$ cat config.mk
export PLATFORM = sky130hd
export DESIGN_NAME = uart_rx_ctrl
export DESIGN_NICKNAME = d
export VERILOG_FILES = /design/src/rtl/uart_pkg.sv /design/src/rtl/rx_fifo.sv /design/src/rtl/uart_rx_ctrl.sv
export SDC_FILE = /design/constraint.sdc
export NUM_CORES = 1
export LEC_CHECK = 0
export ABC_AREA = 1
export CORE_UTILIZATION = 35
export DETAILED_ROUTE_END_ITERATION = 16
export PLACE_DENSITY = 0.63
export SLEW_MARGIN = 20
export SYNTH_ARGS = -nofsm -noshare
export SYNTH_HDL_FRONTEND = slang
export SYNTH_HIERARCHICAL = 1
export SYNTH_SLANG_ARGS = --single-unit
$ cat constraint.sdc
create_clock -name clk -period 2.2 [get_ports clk]
set_input_delay 0.22 -clock clk [delete_from_list [all_inputs] [get_ports clk]]
set_output_delay 0.22 -clock clk [all_outputs]
set_load 0.01 [all_outputs]
$ cat src/rtl/uart_pkg.sv
// Shared types for the UART receive controller.
// Optional parity stage is compiled in with UART_RX_PARITY_EN.
package uart_pkg;

  typedef enum logic [2:0] {
    S_IDLE   = 3'd0,
    S_START  = 3'd1,
    S_DATA   = 3'd2,
    S_STOP   = 3'd3
`ifdef UART_RX_PARITY_EN
    ,
    S_PARITY = 3'd4
`endif
  } state_t;

  localparam logic [1:0] ADDR_DATA   = 2'd0;
  localparam logic [1:0] ADDR_STATUS = 2'd1;
  localparam logic [1:0] ADDR_CTRL   = 2'd2;

endpackage

$ cat src/rtl/rx_fifo.sv
// Receive byte FIFO, DEPTH x 8, power-of-two depth.
// Push while full is accepted only when a pop happens on the same edge.
module rx_fifo #(
  parameter int DEPTH = 4,
  localparam int AW = $clog2(DEPTH),
  localparam int CW = AW + 1
) (
  input  logic          clk,
  input  logic          reset,
  input  logic          push,
  input  logic [7:0]    din,
  input  logic          pop,
  output logic [7:0]    head,
  output logic          full,
  output logic          empty,
  output logic [CW-1:0] count
);

  logic [7:0]    mem [DEPTH];
  logic [AW-1:0] wptr;
  logic [AW-1:0] rptr;
  logic          wr;
  logic          rd_en;

  assign full  = (count == CW'(DEPTH));
  assign empty = (count == '0);
  assign wr    = push & (~full | pop);
  assign rd_en = pop & ~empty;
  assign head  = mem[rptr];

  // storage write, no reset needed on the data array
  always_ff @(posedge clk) begin
    if (wr) mem[wptr] <= din;
  end

  // pointers and occupancy
  always_ff @(posedge clk or posedge reset) begin
    if (reset) begin
      wptr  <= '0;
      rptr  <= '0;
      count <= '0;
    end else begin
      if (wr)    wptr <= wptr + 1'b1;
      if (rd_en) rptr <= rptr + 1'b1;
      case ({wr, rd_en})
        2'b10:   count <= count + 1'b1;
        2'b01:   count <= count - 1'b1;
        default: count <= count;
      endcase
    end
  end

endmodule

$ cat src/rtl/uart_rx_ctrl.sv
// UART receiver with FIFO, bus registers and level interrupt.
// Define UART_RX_PARITY_EN to add an even-parity bit after the data.
module uart_rx_ctrl
  import uart_pkg::*;
#(
  parameter int DIV   = 2604,
  parameter int DEPTH = 4
) (
  input  logic        clk,
  input  logic        reset,
  input  logic        uart_rxd,
  input  logic [1:0]  addr,
  input  logic        we,
  input  logic        re,
  input  logic [31:0] wd,
  output logic [31:0] rd,
  output logic        irq
);

  localparam int CW = $clog2(DEPTH) + 1;
  localparam logic [15:0] HALF = 16'(DIV / 2);
  localparam logic [15:0] FULL = 16'(DIV);

  logic [1:0]    sync;
  logic [1:0]    filled;
  logic          rxd_s;
  logic          armed;
  state_t        state;
  state_t        state_n;
  logic [15:0]   cnt;
  logic          tick;
  logic [2:0]    bit_cnt;
  logic [7:0]    shift;
  logic          par_ok;
  logic          frame_push;
  logic          ferr_set;
  logic          perr_set;
  logic          push_q;
  logic [7:0]    byte_q;
  logic          ferr;
  logic          ovf;
  logic          perr;
  logic          ie;
  logic          eie;
  logic          pop;
  logic          clr;
  logic          ovf_set;
  logic          full;
  logic          empty;
  logic [7:0]    head;
  logic [CW-1:0] count;
  logic          unused_wd;

  assign rxd_s     = sync[1];
  assign tick      = (cnt == 16'd1);
  assign pop       = re & (addr == ADDR_DATA) & ~empty;
  assign clr       = we & (addr == ADDR_STATUS) & wd[0];
  assign ovf_set   = push_q & full & ~pop;
  assign unused_wd = ^wd[31:2];

  // two-flop synchronizer, idles high out of reset
  always_ff @(posedge clk or posedge reset) begin
    if (reset) begin
      sync   <= 2'b11;
      filled <= 2'b00;
    end else begin
      sync   <= {sync[0], uart_rxd};
      filled <= {filled[0], 1'b1};
    end
  end

  // a start edge needs a genuinely sampled high line before it
  always_ff @(posedge clk or posedge reset) begin
    if (reset) begin
      armed <= 1'b0;
    end else if (state == S_IDLE && state_n == S_START) begin
      armed <= 1'b0;
    end else if (filled[1] && rxd_s) begin
      armed <= 1'b1;
    end
  end

  // FSM state register
  always_ff @(posedge clk or posedge reset) begin
    if (reset) state <= S_IDLE;
    else       state <= state_n;
  end

  // FSM next-state logic
  always_comb begin
    state_n = state;
    unique case (state)
      S_IDLE:
        if (armed && !rxd_s) state_n = S_START;
      S_START:
        if (tick) state_n = rxd_s ? S_IDLE : S_DATA;
      S_DATA:
        if (tick && bit_cnt == 3'd7) begin
`ifdef UART_RX_PARITY_EN
          state_n = S_PARITY;
`else
          state_n = S_STOP;
`endif
        end
`ifdef UART_RX_PARITY_EN
      S_PARITY:
        if (tick) state_n = S_STOP;
`endif
      S_STOP:
        if (tick) state_n = S_IDLE;
      default:
        state_n = S_IDLE;
    endcase
  end

  // FSM outputs: frame accept and error strobes
  always_comb begin
    frame_push = 1'b0;
    ferr_set   = 1'b0;
    perr_set   = 1'b0;
    unique case (state)
      S_STOP:
        if (tick) begin
          frame_push = rxd_s & par_ok;
          ferr_set   = ~rxd_s;
        end
`ifdef UART_RX_PARITY_EN
      S_PARITY:
        if (tick) perr_set = (rxd_s != ^shift);
`endif
      default: ;
    endcase
  end

`ifdef UART_RX_PARITY_EN
  logic par_bad;
  assign par_ok = ~par_bad;

  // remember a parity mismatch until the frame ends
  always_ff @(posedge clk or posedge reset) begin
    if (reset)                 par_bad <= 1'b0;
    else if (state == S_IDLE)  par_bad <= 1'b0;
    else if (perr_set)         par_bad <= 1'b1;
  end
`else
  assign par_ok = 1'b1;
`endif

  // bit timer, bit counter and LSB-first shift register
  always_ff @(posedge clk or posedge reset) begin
    if (reset) begin
      cnt     <= HALF;
      bit_cnt <= 3'd0;
      shift   <= 8'h00;
    end else begin
      if (state == S_IDLE) begin
        cnt     <= HALF;
        bit_cnt <= 3'd0;
      end else if (tick) begin
        cnt <= FULL;
      end else begin
        cnt <= cnt - 16'd1;
      end
      if (state == S_DATA && tick) begin
        shift   <= {rxd_s, shift[7:1]};
        bit_cnt <= bit_cnt + 3'd1;
      end
    end
  end

  // stage the finished byte so it lands one edge after the stop sample
  always_ff @(posedge clk or posedge reset) begin
    if (reset) begin
      push_q <= 1'b0;
      byte_q <= 8'h00;
    end else begin
      push_q <= frame_push;
      byte_q <= shift;
    end
  end

  rx_fifo #(.DEPTH(DEPTH)) u_fifo (
    .clk   (clk),
    .reset (reset),
    .push  (push_q),
    .din   (byte_q),
    .pop   (pop),
    .head  (head),
    .full  (full),
    .empty (empty),
    .count (count)
  );

  // sticky error flags; a new error wins over a same-cycle clear
  always_ff @(posedge clk or posedge reset) begin
    if (reset) begin
      ferr <= 1'b0;
      ovf  <= 1'b0;
      perr <= 1'b0;
    end else begin
      ferr <= (ferr & ~clr) | ferr_set;
      ovf  <= (ovf & ~clr) | ovf_set;
      perr <= (perr & ~clr) | perr_set;
    end
  end

  // control register
  always_ff @(posedge clk or posedge reset) begin
    if (reset) begin
      ie  <= 1'b0;
      eie <= 1'b0;
    end else if (we && addr == ADDR_CTRL) begin
      ie  <= wd[0];
      eie <= wd[1];
    end
  end

  // registered interrupt level
  always_ff @(posedge clk or posedge reset) begin
    if (reset) irq <= 1'b0;
    else irq <= (ie & ~empty) | (eie & (ferr | ovf | perr));
  end

  // read mux
  always_comb begin
    rd = 32'h0;
    unique case (addr)
      ADDR_DATA:   rd = {24'h0, empty ? 8'h00 : head};
      ADDR_STATUS: rd = {23'h0, perr, ferr, ovf, 5'(count), ~empty};
      ADDR_CTRL:   rd = {30'h0, eie, ie};
      default:     rd = 32'h0;
    endcase
  end

endmodule

# Yosys cells after proc, flatten, opt, wreduce, memory -nomap -nowiden
# Memory sizes are Yosys's and may differ from the RTL's.
# Index checks and enable logic that the tools add are counted.
op_classes:
  n_addsub: 6
  multipliers: 0
  div_mod_pow: 0
  magnitude_cmp: 0
  eq_ne: 11
  n_shift: 0
  n_mux: 21
  bitwise: 24
  n_reduce_logical: 13
op_table:
  columns: ["operator", "n"]
  rows:
  - ["$mux 16", 2]
  - ["$pmux 9 s3", 1]
  - ["$mux 3", 6]
  - ["$eq 16x1->1 const B", 1]
  - ["$sub 16x1->16 const B", 1]
  - ["$and 1x1->1", 13]
  - ["$pmux 3 s4", 1]
  - ["$mux 1", 8]
  - ["$mux 8", 1]
  - ["$add 3x1->3 const B", 2]
  - ["$eq 3x1->1 const B", 2]
  - ["$eq 3x2->1 const B", 2]
  - ["$eq 3x3->1 const B", 2]
  - ["$logic_and 1x1->1", 6]
  - ["$logic_not 3->1", 2]
  - ["$or 1x1->1", 6]
  - ["$pmux 3 s2", 1]
  - ["$reduce_bool 2->1", 3]
  - ["$not 1->1", 5]
  - ["$add 2x1->2 const B", 2]
  - ["$eq 2x1->1 const B", 2]
  - ["$eq 2x2->1 const B", 2]
  - ["$sub 3x1->3 const B", 1]
  - ["$logic_not 2->1", 1]
  - ["2 further kinds", 2]
totals:
  reg_bits: 57
  latchBits: 0
  ramBits: 32
  rom_bits: 0
  word_cells: 94
  mem_count: 1
memory_table:
  columns: ["name", "words", "width", "read_ports", "rd_ports_with_merged_regs", "wr", "line_no", "rtl"]
  rows:
  - ["u_fifo.mem", 4, 8, 1, 0, 1, "rx_fifo.sv:19", "logic [7:0] mem [DEPTH];"]

# Logic depth before layout (Yosys ltp)
# Gate-level depths: netlist of the first run.
logic_depth:
  ltp_word: 7
  mapped_depth: 17

# Hierarchy
# Netlist of the first run, hierarchy kept.
modules_own_cells:
  columns: ["mod", "n_inst", "cells_each", "area_each_um2", "seq_area_each_um2"]
  rows:
  - ["uart_rx_ctrl", 1, 298, 2543.7, 1260.0]
  - ["rx_fifo", 1, 149, 1719.1, 1136.1]

# Least setup slack after synthesis of the first run
# Ideal clock, no wire load.
synth_timing:
  path_type: "flip-flop to flip-flop"
  from: "register u_fifo.count[0]"
  to: "register u_fifo.count[2]"
  arrival_time_ps: 2117
  required_ps: 2083
  setup_slack_ps: -34
  stages_incl_launch_ff: 17
  synth_period_minus_slack_ps: 2234
  path_cell_list: "dfrtp_1 -> nor2_2 -> nand2_1 -> inv_1 -> inv_1 -> nand3_1 -> nor2_1 -> inv_1 -> nand3_2 -> nand2_4 -> ha_1 -> inv_1 -> fa_1 -> nand2_1 -> nand3_1 -> nand2_1 -> nand2_1"
synth_between:
  elab_chain_cells: 7
  word_cells_on_any_way: 14
synth_lines:
  columns: ["element", "line_no", "rtl"]
  rows:
  - ["start: declaration", "rx_fifo.sv:16", "output logic [CW-1:0] count"]
  - ["start signal: assignment", "rx_fifo.sv:46", "2'b10: count <= count + 1'b1;"]
  - ["start signal: assignment", "rx_fifo.sv:47", "2'b01: count <= count - 1'b1;"]
  - ["start signal: assignment", "rx_fifo.sv:48", "default: count <= count;"]
  - ["$logic_not 3->1 *", "rx_fifo.sv:26", "assign empty = (count == '0);"]
  - ["via empty", "uart_rx_ctrl.sv:49", "logic empty;"]
  - ["$not 1->1 *", "uart_rx_ctrl.sv:56", "assign pop = re & (addr == ADDR_DATA) & ~empty;"]
  - ["$and 1x1->1 *", "uart_rx_ctrl.sv:56", null]
  - ["via pop", "uart_rx_ctrl.sv:45", "logic pop;"]
  - ["$or 1x1->1", "rx_fifo.sv:27", "assign wr = push & (~full | pop);"]
  - ["$and 1x1->1", "rx_fifo.sv:27", null]
  - ["$eq 2x1->1 or $eq 2x2->1 (tied branches)", "rx_fifo.sv:45", "case ({wr, rd_en})"]
  - ["$pmux 3 s2 or $reduce_bool 2->1 (tied branches)", null, null]
# The timed path passes the listed nets; every way through them passes the cells marked *.
# A chain may end at the register's enable or synchronous reset.

# Worst setup path after layout of the first run
layout_timing:
  from: "register u_fifo.count[1]"
  to: "register u_fifo.count[1]"
# The elaborated chain is that of the path after synthesis.

==> results.ini, run 1 <==
[run_status]
outcome = finished clean

[timing]
fmax_mhz = 489
setup_viol = 0
setup_slack_ns = 0.153
rsz0062_at_grt = false
hold_viol_final = 0
final.min_clock_period_ns = 2.05
post-route-period-util = 0.930
slew_viol_final = 0
final.setup_skew_ns = 0.0115

[yosys]
yosys_warnings = 6
synth_flop_cell = dfrtp_1
synth_edf_count = 32
ys_types = 36
ys_seq_elements = 89
async_reset_ff_frac = 0.640
yosysSeqAreaShare = 0.562
syn_area_mm2 = 0.00426
avgSynthCellArea_um2 = 9.54
synthCells = 447

[die]
start_util = 0.366
num_rows = 39
die_area_mm2 = 0.0126
io_pins = 72
die_h_um = 112
die_width_um = 112
coreArea_mm2 = 0.0117

[power_and_ir_drop]
leakage_nw = 2.39
vdd_drop_max_mv = 0.310
finalPower_mw = 3.65
power_density_mw_per_mm2 = 734

[drt]
wire_per_inst_um = 12.3
first_pass_iters = 4
drt_iter0_drc = 157
drc = 0
route.detailed.vias_per_inst = 4.57
routed-via-count = 2923
wirelength_um = 7860
antenna_left = 0

[min_path]
holdCritPathClass = in -> async

[place]
portBuffers = 18
globalplace.congestion = 0.813
dpl.hpwl_um = 5590
pre_cts_slack_ns = -0.0543

[job]
drv_cap = 0

[worst_setup_path]
crit_family = adder cells
end_kind = flip-flop
critical_path.max_stage_delay_ns = 0.42
cp.required_ns = 2.46
arrival_ns = 2.30
path_buf_inv = 4
crit_fanout = 4
crit_top_cell = inv_1
worstPathCellList = nor2_4, nand2_1, inv_1, inv_1, nand3_2, nor2_4, inv_2, nand3_4, nand2_4, ha_1, inv_1, fa_2, o21ai_0
crit_type = reg -> reg
crit_slowest_cell = fa_2
cp-start-kind = flip-flop

[layout]
seq_area_mm2 = 0.00240
fillers = 1135
final_core_util = 0.427
syn2layout_area_growth_pct = 16.7
n_antenna_cell = 0
final_nets = 541
drive_gt1_frac = 0.155
multi_input_area_mm2 = 0.00153

[clock_network]
path_clk_slew_ns = 0.07
clock_latency_ns = 0.34
cts_htree_levels = 3
cts_tree = done
postCtsHoldBufs = 0
cts-root-buf = clkbuf_16
cts_setup_buffers = 0
clock_sinks = 89
numCtsBuffers = 9
cts_buffer_depth = 2

[grt]
grt_overflow = 0
first_global_vias = 2939
grt_max_degree = 51
grt_usage = 0.137
grt_pass1_wl_um = 13600
antenna_found_initial = 0

[power by group]
| part | switching, mW | leakage [nW] | total, mW | internal, mW |
|---|---|---|---|---|
| Clock | 0.683 | 0.142 | 1.48 | 0.797 |
| Sequential | 0.0560 | 1.13 | 1.84 | 1.79 |
| Combinational | 0.207 | 1.12 | 0.329 | 0.121 |
[worst register-to-register path: cells and delay by family, from the launching register on]
family	cells	cell delay (ns)
fa+ha+maj	2	0.63
simple gates	6	0.53
flops	1	0.40
buf+inv	4	0.26
compound gates	1	0.16
[what timing repair did]
item                                    in CTS  in global routing
endpoints found under the setup margin       7                  4
pin swaps                                    0                  4
gates resized for setup                      8                  8
[cells in the mapped netlist (all sizes together) (3+ instances only)]
cell type | instances | area, µm²
a31oi | 3 | 18.8
dfstp | 7 | 184
dfrtp | 50 | 1250
buf | 29 | 241
nand2 | 92 | 368
edfxtp | 32 | 961
ha | 9 | 113
inv | 54 | 210
o21ai | 39 | 199
nand3 | 33 | 175
nand4 | 3 | 18.8
nor2 | 74 | 362
a21oi | 5 | 25.0
xnor2 | 3 | 26.3
[layout by cell type (no fill, tap or decap), drive strengths merged, types with 9 or more instances in the layout]
cell | netlist | routed
clkdlybuf4s50 | 0 | 10
clkbuf | 0 | 9
edfxtp | 32 | 32
nand3 | 33 | 33
ha | 9 | 9
o21ai | 39 | 39
nor2 | 74 | 74
buf | 29 | 22
nand2 | 92 | 92
dfrtp | 50 | 50
conb | 2 | 25
inv | 54 | 58
[per-layer routing]
metal  GRT usage  part of all wire  up-vias
li1            -                 -     1478
met1       0.161              0.45     1393
met2       0.243              0.51       47
met3      0.0346             0.031        5
met4      0.0516            0.0087        0
met5           0                 0        -
[state kept, by name, summed over array words and instances, names as in the netlist]
signal        cells
armed             1
bit_cnt           3
byte_q            8
cnt              16
eie               1
ferr              1
filled            2
ie                1
irq               1
ovf               1
perr              1
push_q            1
shift             8
state             3
sync              2
u_fifo/count      3
u_fifo/mem       32
u_fifo/rptr       2
u_fifo/wptr       2
[worst paths after layout]
kind,start,end,slack (ns),depth (start not counted)
worst max-delay path,u_fifo/count[1],u_fifo/count[1],0.15,13
worst min-delay path,reset,u_fifo/count[2],0.19,2
worst max register to register,u_fifo/count[1],u_fifo/count[1],0.15,13
worst min register to register,sync[0],sync[1],0.35,0
max in group asynchronous,reset,cnt[8],1.63,3
min in group clk,uart_rxd,sync[0],0.29,1
[cells by family (layout without fill, tap and decap cells)]
family,Yosys count,after routing,synth area share
AO/OA/AOI/OAI,52,52,0.0652
XOR/XNOR,4,4,0.00822
adder cells (fa/ha/maj),10,10,0.0311
buffers and inverters,83,110,0.106
flip-flops,89,89,0.562
multiplexers,2,2,0.00528
other,2,25,0.00176
AND/OR/NAND/NOR,205,205,0.220
[cell type report]
type,instances,area share
Clock buffer,9,0.0453
Tap cell,143,0.0360
Multi-Input combinational cell,298,0.307
Sequential cell,89,0.482
Clock inverter,7,0.0136
Inverter,54,0.0428
Timing Repair Buffer,40,0.0734
[stage by stage]
| step | hold slack, ns | std cells | TNS, ns | cell area (µm²) |
|---|---|---|---|---|
| global route | 0.213 | 640 | 0 | 4970 |
| detailed placement | 0.344 | 624 | -0.0840 | 4660 |
| finish | 0.189 | 640 | 0 | 4970 |
| CTS | 0.186 | 640 | 0 | 4950 |
| global placement | 0.334 | 624 | 0 | 4660 |
| floorplan | 0.0234 | 470 | 0 | 4350 |
(Power assumes the default switching activity.)
==> run 2, diff against run 1 <==
--- a/config.mk
+++ b/config.mk
@@ -9,6 +9,7 @@
 export CORE_UTILIZATION = 35
 export DETAILED_ROUTE_END_ITERATION = 16
 export PLACE_DENSITY = 0.63
+export RECOVER_POWER = 100
 export SLEW_MARGIN = 20
 export SYNTH_ARGS = -nofsm -noshare
 export SYNTH_HDL_FRONTEND = slang
==> results.ini, run 2 (synthesis gave the netlist of run 1 again) <==
[run_status]
outcome = finished clean  ; unchanged

[grt]
antenna_found_initial = 0  ; unchanged
met1_usage = 0.161  ; unchanged
grt_max_degree = 51  ; unchanged
grt_pass1_wl_um = 13600  ; unchanged
grt_overflow = 0  ; unchanged
grt_usage = 0.137  ; unchanged
grtUsageMet2 = 0.243  ; unchanged
first_global_vias = 2939  ; unchanged
busiest_layer = met2  ; unchanged
grtUsageMet3 = 0.0346  ; unchanged

[layout]
syn2layout_area_growth_pct = 14.5  ; was 16.7%
final_common_cell = nand2_1  ; unchanged
reg_top3 = u_fifo/mem: 32 flops, cnt: 16 flops  ; unchanged
instances_no_fill = 640  ; unchanged
design_area_mm2 = 0.00488  ; was 0.00497 mm²
drive_gt1_frac = 0.133  ; was 0.155
largest_register_ffs = 32  ; unchanged
n_antenna_cell = 0  ; unchanged
top_register = u_fifo/mem  ; unchanged
final_nets = 541  ; unchanged
final_cell_mix = nand2_1, nor2_1, inv_1, dfrtp_1, edfxtp_1  ; unchanged

[worst_setup_path]
path_buf_inv = 4  ; unchanged
crit_top_cell = dlygate4sd3_1  ; was inv_1
cp.required_ns = 1.98  ; was 2.46 ns
crit_slowest_cell = dlygate4sd3_1  ; was fa_2
cp-start-kind = input pin  ; was flip-flop
worstPathCellList = dlygate4sd3_1, inv_1, clkbuf_4, nand2_1, nor2_1, dlygate4sd3_1  ; was nor2_4, nand2_1, inv_1, inv_1, nand3_2, nor2_4, inv_2, nand3_4, nand2_4, ha_1, inv_1, fa_2, o21ai_0
critical_path.max_stage_delay_ns = 0.62  ; was 0.42 ns
end_kind = output pin  ; was flip-flop
arrival_ns = 1.84  ; was 2.30 ns
crit_type = in -> out  ; was reg -> reg
crit_fanout = 3  ; was 4
crit_family = buffers and inverters  ; was adder cells

[timing]
final.setup_skew_ns = 0.0111  ; was 0.0115 ns
timing.hold.ws_ns = 0.304  ; was 0.189 ns
post-route-period-util = 0.935  ; was 0.930
slew_viol_final = 0  ; unchanged
final.min_clock_period_ns = 2.06  ; was 2.05 ns
slew_headroom = 0.186
setup_tns_ns = 0  ; unchanged
rsz0062_at_grt = false  ; unchanged
hold_viol_final = 0  ; unchanged
setup_viol = 0  ; unchanged
tightest_slew_ns = 1.22
fmax_mhz = 486  ; was 489 MHz
setup_slack_ns = 0.144  ; was 0.153 ns

[drt]
route.detailed.vias_per_inst = 4.61  ; was 4.57
first_pass_iters = 4  ; unchanged
wire_per_inst_um = 12.3  ; about the same
drc = 0  ; unchanged
wirelength_um = 7870  ; was 7860 µm
routed-via-count = 2951  ; was 2923
antenna_left = 0  ; unchanged
drt_iter0_drc = 149  ; was 157

[place]
portBuffers = 18  ; unchanged
dp.cells = 624  ; unchanged
pre_cts_slack_ns = -0.0543  ; unchanged
dpl.hpwl_um = 5590  ; unchanged
postPlaceCellArea_mm2 = 0.00466  ; unchanged
globalplace.congestion = 0.813  ; unchanged

[die]
die_width_um = 112  ; unchanged
io_pins = 72  ; unchanged
num_rows = 39  ; unchanged
die_h_um = 112  ; unchanged
coreArea_mm2 = 0.0117  ; unchanged
start_util = 0.366  ; unchanged
die_area_mm2 = 0.0126  ; unchanged

[clock_network]
cts_buffer_depth = 2  ; unchanged
clock_latency_ns = 0.34  ; about the same
cts_tree = done  ; unchanged
numCtsBuffers = 9  ; unchanged
postCtsHoldBufs = 0  ; unchanged
cts-root-buf = clkbuf_16  ; unchanged
path_clk_slew_ns = 0.07  ; about the same
cts_htree_levels = 3  ; unchanged
clock_sinks = 89  ; unchanged

[power_and_ir_drop]
power_density_mw_per_mm2 = 744  ; was 734 mW/mm²
vdd_drop_max_mv = 0.308  ; was 0.310 mV
leakage_nw = 2.30  ; was 2.39 nW

[min_path]
holdCritPathClass = in -> async  ; unchanged

[job]
drv_cap = 0  ; unchanged

-- run 2: final timing paths --
kind	start	endpoint	slack [ns]	depth (start not counted)
max in group asynchronous	reset	bit_cnt[2]	0.70	3
max reg2reg	u_fifo/count[1]	u_fifo/count[1]	0.15	13
min reg2reg	sync[0]	sync[1]	0.35	0
min in group clk	sync[0]	sync[1]	0.35	0
max	addr[1]	rd[8]	0.14	6
min	reset	u_fifo/count[2]	0.30	2
-- run 2: timing repair --
action | CTS | global route
buffers inserted | 0 | 0
pin swaps | 0 | 4
resized for setup | 8 | 8
setup endpoints to repair | 7 | 4
-- run 2: metrics by stage --
stage / power, mW / utilization
CTS: 3.69 / 0.424
global placement: 2.19 / 0.400
finish: 3.63 / 0.419
detailed placement: 2.20 / 0.400
global route: 3.80 / 0.419
floorplan: 2.13 / -
-- run 2: per-layer routing --
metal | part of all wire | vias to the layer above | routed length [µm]
met5 | 0 | - | 0
met4 | 0.011 | 0 | 90
met3 | 0.035 | 10 | 274
met2 | 0.51 | 52 | 4010
met1 | 0.44 | 1411 | 3500
li1 | - | 1478 | -
-- run 2: area by class of cell --
type,instances,area [µm²]
clock inverters,7,67.6
well taps,143,179
repair buffers,40,330
multi-input cells,298,1470
flip-flops and latches,89,2400
inverters,54,213
clock buffers,9,225
fillers,1148,6780
-- run 2: report_power, final --
group / switching [mW] / total [mW] / internal, mW
clock: 0.684 / 1.48 / 0.797
sequential: 0.0529 / 1.84 / 1.79
combinational: 0.200 / 0.313 / 0.113
total: 0.937 / 3.63 / 2.69
==> run 3, diff against run 2 <==
--- a/config.mk
+++ b/config.mk
@@ -8,7 +8,7 @@
 export ABC_AREA = 1
 export CORE_UTILIZATION = 35
 export DETAILED_ROUTE_END_ITERATION = 16
-export PLACE_DENSITY = 0.63
+export PLACE_DENSITY = 0.61
 export RECOVER_POWER = 100
 export SLEW_MARGIN = 20
 export SYNTH_ARGS = -nofsm -noshare
==> constraint.sdc (replaced) <==
create_clock -name clk -period 2.4 [get_ports clk]
set_input_delay 0.24 -clock clk [delete_from_list [all_inputs] [get_ports clk]]
set_output_delay 0.24 -clock clk [all_outputs]
set_load 0.01 [all_outputs]
==> results.ini, run 3 (synthesis gave the netlist of run 1 again) <==
[power_and_ir_drop]
vdd_drop_max_mv = 0.373  ; was 0.308 mV
finalPower_mw = 3.25  ; was 3.63 mW
power_density_mw_per_mm2 = 669  ; was 744 mW/mm²
leakage_nw = 2.32  ; was 2.30 nW

[place]
postPlaceCellArea_mm2 = 0.00458  ; was 0.00466 mm²
globalplace.congestion = 0.806  ; was 0.813
portBuffers = 18  ; unchanged
dpl.hpwl_um = 5470  ; was 5590 µm
pre_cts_slack_ns = -0.0203  ; was -0.0543 ns

[timing]
tightest_slew_ns = 1.23  ; was 1.22 ns
slew_headroom = 0.182  ; was 0.186
rsz0062_at_grt = true  ; was false
fmax_mhz = 438
setup_viol = 0  ; unchanged
final.min_clock_period_ns = 2.28
slew_viol_final = 0  ; unchanged
post-route-period-util = 0.951
hold_viol_final = 0  ; unchanged
final.setup_skew_ns = 0.00695  ; was 0.0111 ns
setup_slack_ns = 0.117  ; was 0.144 ns

[worst_setup_path]
r2r_end = u_fifo/count[2]  ; was u_fifo/count[1]
critical_path.max_stage_delay_ns = 0.39  ; was 0.62 ns
r2r_slack_ns = 0.12  ; was 0.15 ns
r2r_start = u_fifo/count[1]  ; unchanged
cp-start-kind = flip-flop  ; was input pin
worst-r2r-cell-count = 16  ; was 13
crit_slowest_cell = dfrtp_1  ; was dlygate4sd3_1
endpoint = u_fifo/count[2]  ; was rd[8]
end_kind = flip-flop  ; was output pin
startpoint = u_fifo/count[1]  ; was addr[1]
worstPathCellList = nor2_2, nand2_2, inv_1, inv_1, nand3_1, nor2_2, inv_1, nand3_2, nand2_4, ha_1, inv_1, fa_1, nand2_1, nand3_1, nand2_1, nand2_1  ; was dlygate4sd3_1, inv_1, clkbuf_4, nand2_1, nor2_1, dlygate4sd3_1
arrival_ns = 2.51  ; was 1.84 ns
crit_top_cell = inv_1  ; was dlygate4sd3_1
path_buf_inv = 4  ; unchanged
crit_type = reg -> reg  ; was in -> out
crit_fanout = 4  ; was 3
crit_family = simple AND/OR/NAND/NOR gates  ; was buffers and inverters
cp.required_ns = 2.63  ; was 1.98 ns
crit_cells = 16  ; was 6

[grt]
first_global_vias = 2663  ; was 2939
grt_max_degree = 51  ; unchanged
antenna_found_initial = 0  ; unchanged
grt_overflow = 0  ; unchanged
grt_pass1_wl_um = 12700  ; was 13600 µm
grt_usage = 0.130  ; was 0.137

[layout]
largest_register_ffs = 32  ; unchanged
n_antenna_cell = 0  ; unchanged
top_register = u_fifo/mem  ; unchanged
drive_gt1_frac = 0.135  ; was 0.133
final_nets = 534  ; was 541
syn2layout_area_growth_pct = 14.1  ; was 14.5%
final_common_cell = nand2_1  ; unchanged
design_area_mm2 = 0.00486  ; was 0.00488 mm²
final_cell_mix = nand2_1, nor2_1, inv_1  ; was nand2_1, nor2_1, inv_1, dfrtp_1, edfxtp_1
final_core_util = 0.417  ; was 0.419
reg_top3 = u_fifo/mem: 32 flops, cnt: 16 flops  ; unchanged

[clock_network]
cts_htree_levels = 3  ; unchanged
numCtsBuffers = 9  ; unchanged
clock_sinks = 89  ; unchanged
cts_tree = done  ; unchanged
cts-root-buf = clkbuf_16  ; unchanged
clock_latency_ns = 0.33  ; was 0.34 ns
cts_buffer_depth = 2  ; unchanged
path_clk_slew_ns = 0.07  ; about the same

[drt]
drt_iter0_drc = 149  ; unchanged
antenna_left = 0  ; unchanged
first_pass_iters = 4  ; unchanged
routed-via-count = 2859  ; was 2951
route.detailed.vias_per_inst = 4.52  ; was 4.61
wire_per_inst_um = 11.8  ; was 12.3 µm
wirelength_um = 7460  ; was 7870 µm
drc = 0  ; unchanged

[die]
die_h_um = 112  ; unchanged
io_pins = 72  ; unchanged
die_width_um = 112  ; unchanged
coreArea_mm2 = 0.0117  ; unchanged
num_rows = 39  ; unchanged
die_area_mm2 = 0.0126  ; unchanged
start_util = 0.366  ; unchanged

[job]
drv_cap = 0  ; unchanged

[run_status]
outcome = finished clean  ; unchanged

[min_path]
holdCritPathClass = in -> async  ; unchanged

[run 3: changes by cell type in the layout (fill, tap and decap cells not counted), sizes merged, moves of 2 or more]
| cell | delta |
|---|---|
| clkbuf | -7 |
| dlygate4sd2 | -5 |
| dlygate4sd3 | -3 |
| clkdlybuf4s50 | +8 |
| dlymetal6s2s | +2 |
[run 3: where the power goes]
group          total [mW]  switching (mW)  internal, mW  leakage (nW)
registers            1.69          0.0506          1.64          1.13
clock network        1.28           0.568         0.708         0.134
logic               0.291           0.186         0.104          1.06
[run 3: worst min path at each step]
stage	cells after the start	slack, ns	to	from
3_5_place_dp	0	0.33	filled[1]	filled[0]
3_3_place_gp	0	0.33	filled[1]	filled[0]
5_1_grt	2	0.34	u_fifo/count[1]	reset
6_report	2	0.32	u_fifo/count[0]	reset
4_1_cts	2	0.20	u_fifo/count[1]	reset
2_1_floorplan	1	0.04	u_fifo/count[0]	reset
[run 3: per-stage QoR]
step	instances	hold slack, ns	TNS, ns
after global placement	616	0.332	0
after global routing	633	0.344	-0.0592
after CTS	632	0.200	0
after floorplan	470	0.0434	0
after detailed placement	616	0.335	-0.0203
final	633	0.316	0
[run 3: worst register-to-register path, stage by stage, from the launching register on]
cell and delay [ns]:
dfrtp_1 0.39, nor2_2 0.16, nand2_2 0.10, inv_1 0.06, inv_1 0.07, nand3_1 0.12
nor2_2 0.07, inv_1 0.07, nand3_2 0.14, nand2_4 0.12, ha_1 0.16, inv_1 0.07
fa_1 0.38, nand2_1 0.10, nand3_1 0.07, nand2_1 0.06, nand2_1 0.04
[run 3: layout make-up]
class / count / area [µm²]
clock buffer: 9 / 225
clock inverter: 7 / 51.3
fill: 1154 / 6800
inverter: 54 / 213
multi-input combinational: 298 / 1510
sequential: 89 / 2400
tap: 143 / 179
timing repair buffer: 33 / 294
[run 3: per-layer routing]
metal	global-route usage	vias up	wire (µm)
met2	0.212	50	3730
met1	0.167	1338	3340
met5	0	-	0
met4	0.0453	0	80
li1	-	1466	-
met3	0.0373	5	308
[run 3: what timing repair did]
action / in CTS / in global routing
pin swaps: 0 / 2
setup endpoints to repair: 1 / 7
cloned: 0 / 0
resized for setup: 1 / 6
setup buffers: 0 / 1
hold buffers: 0 / 0
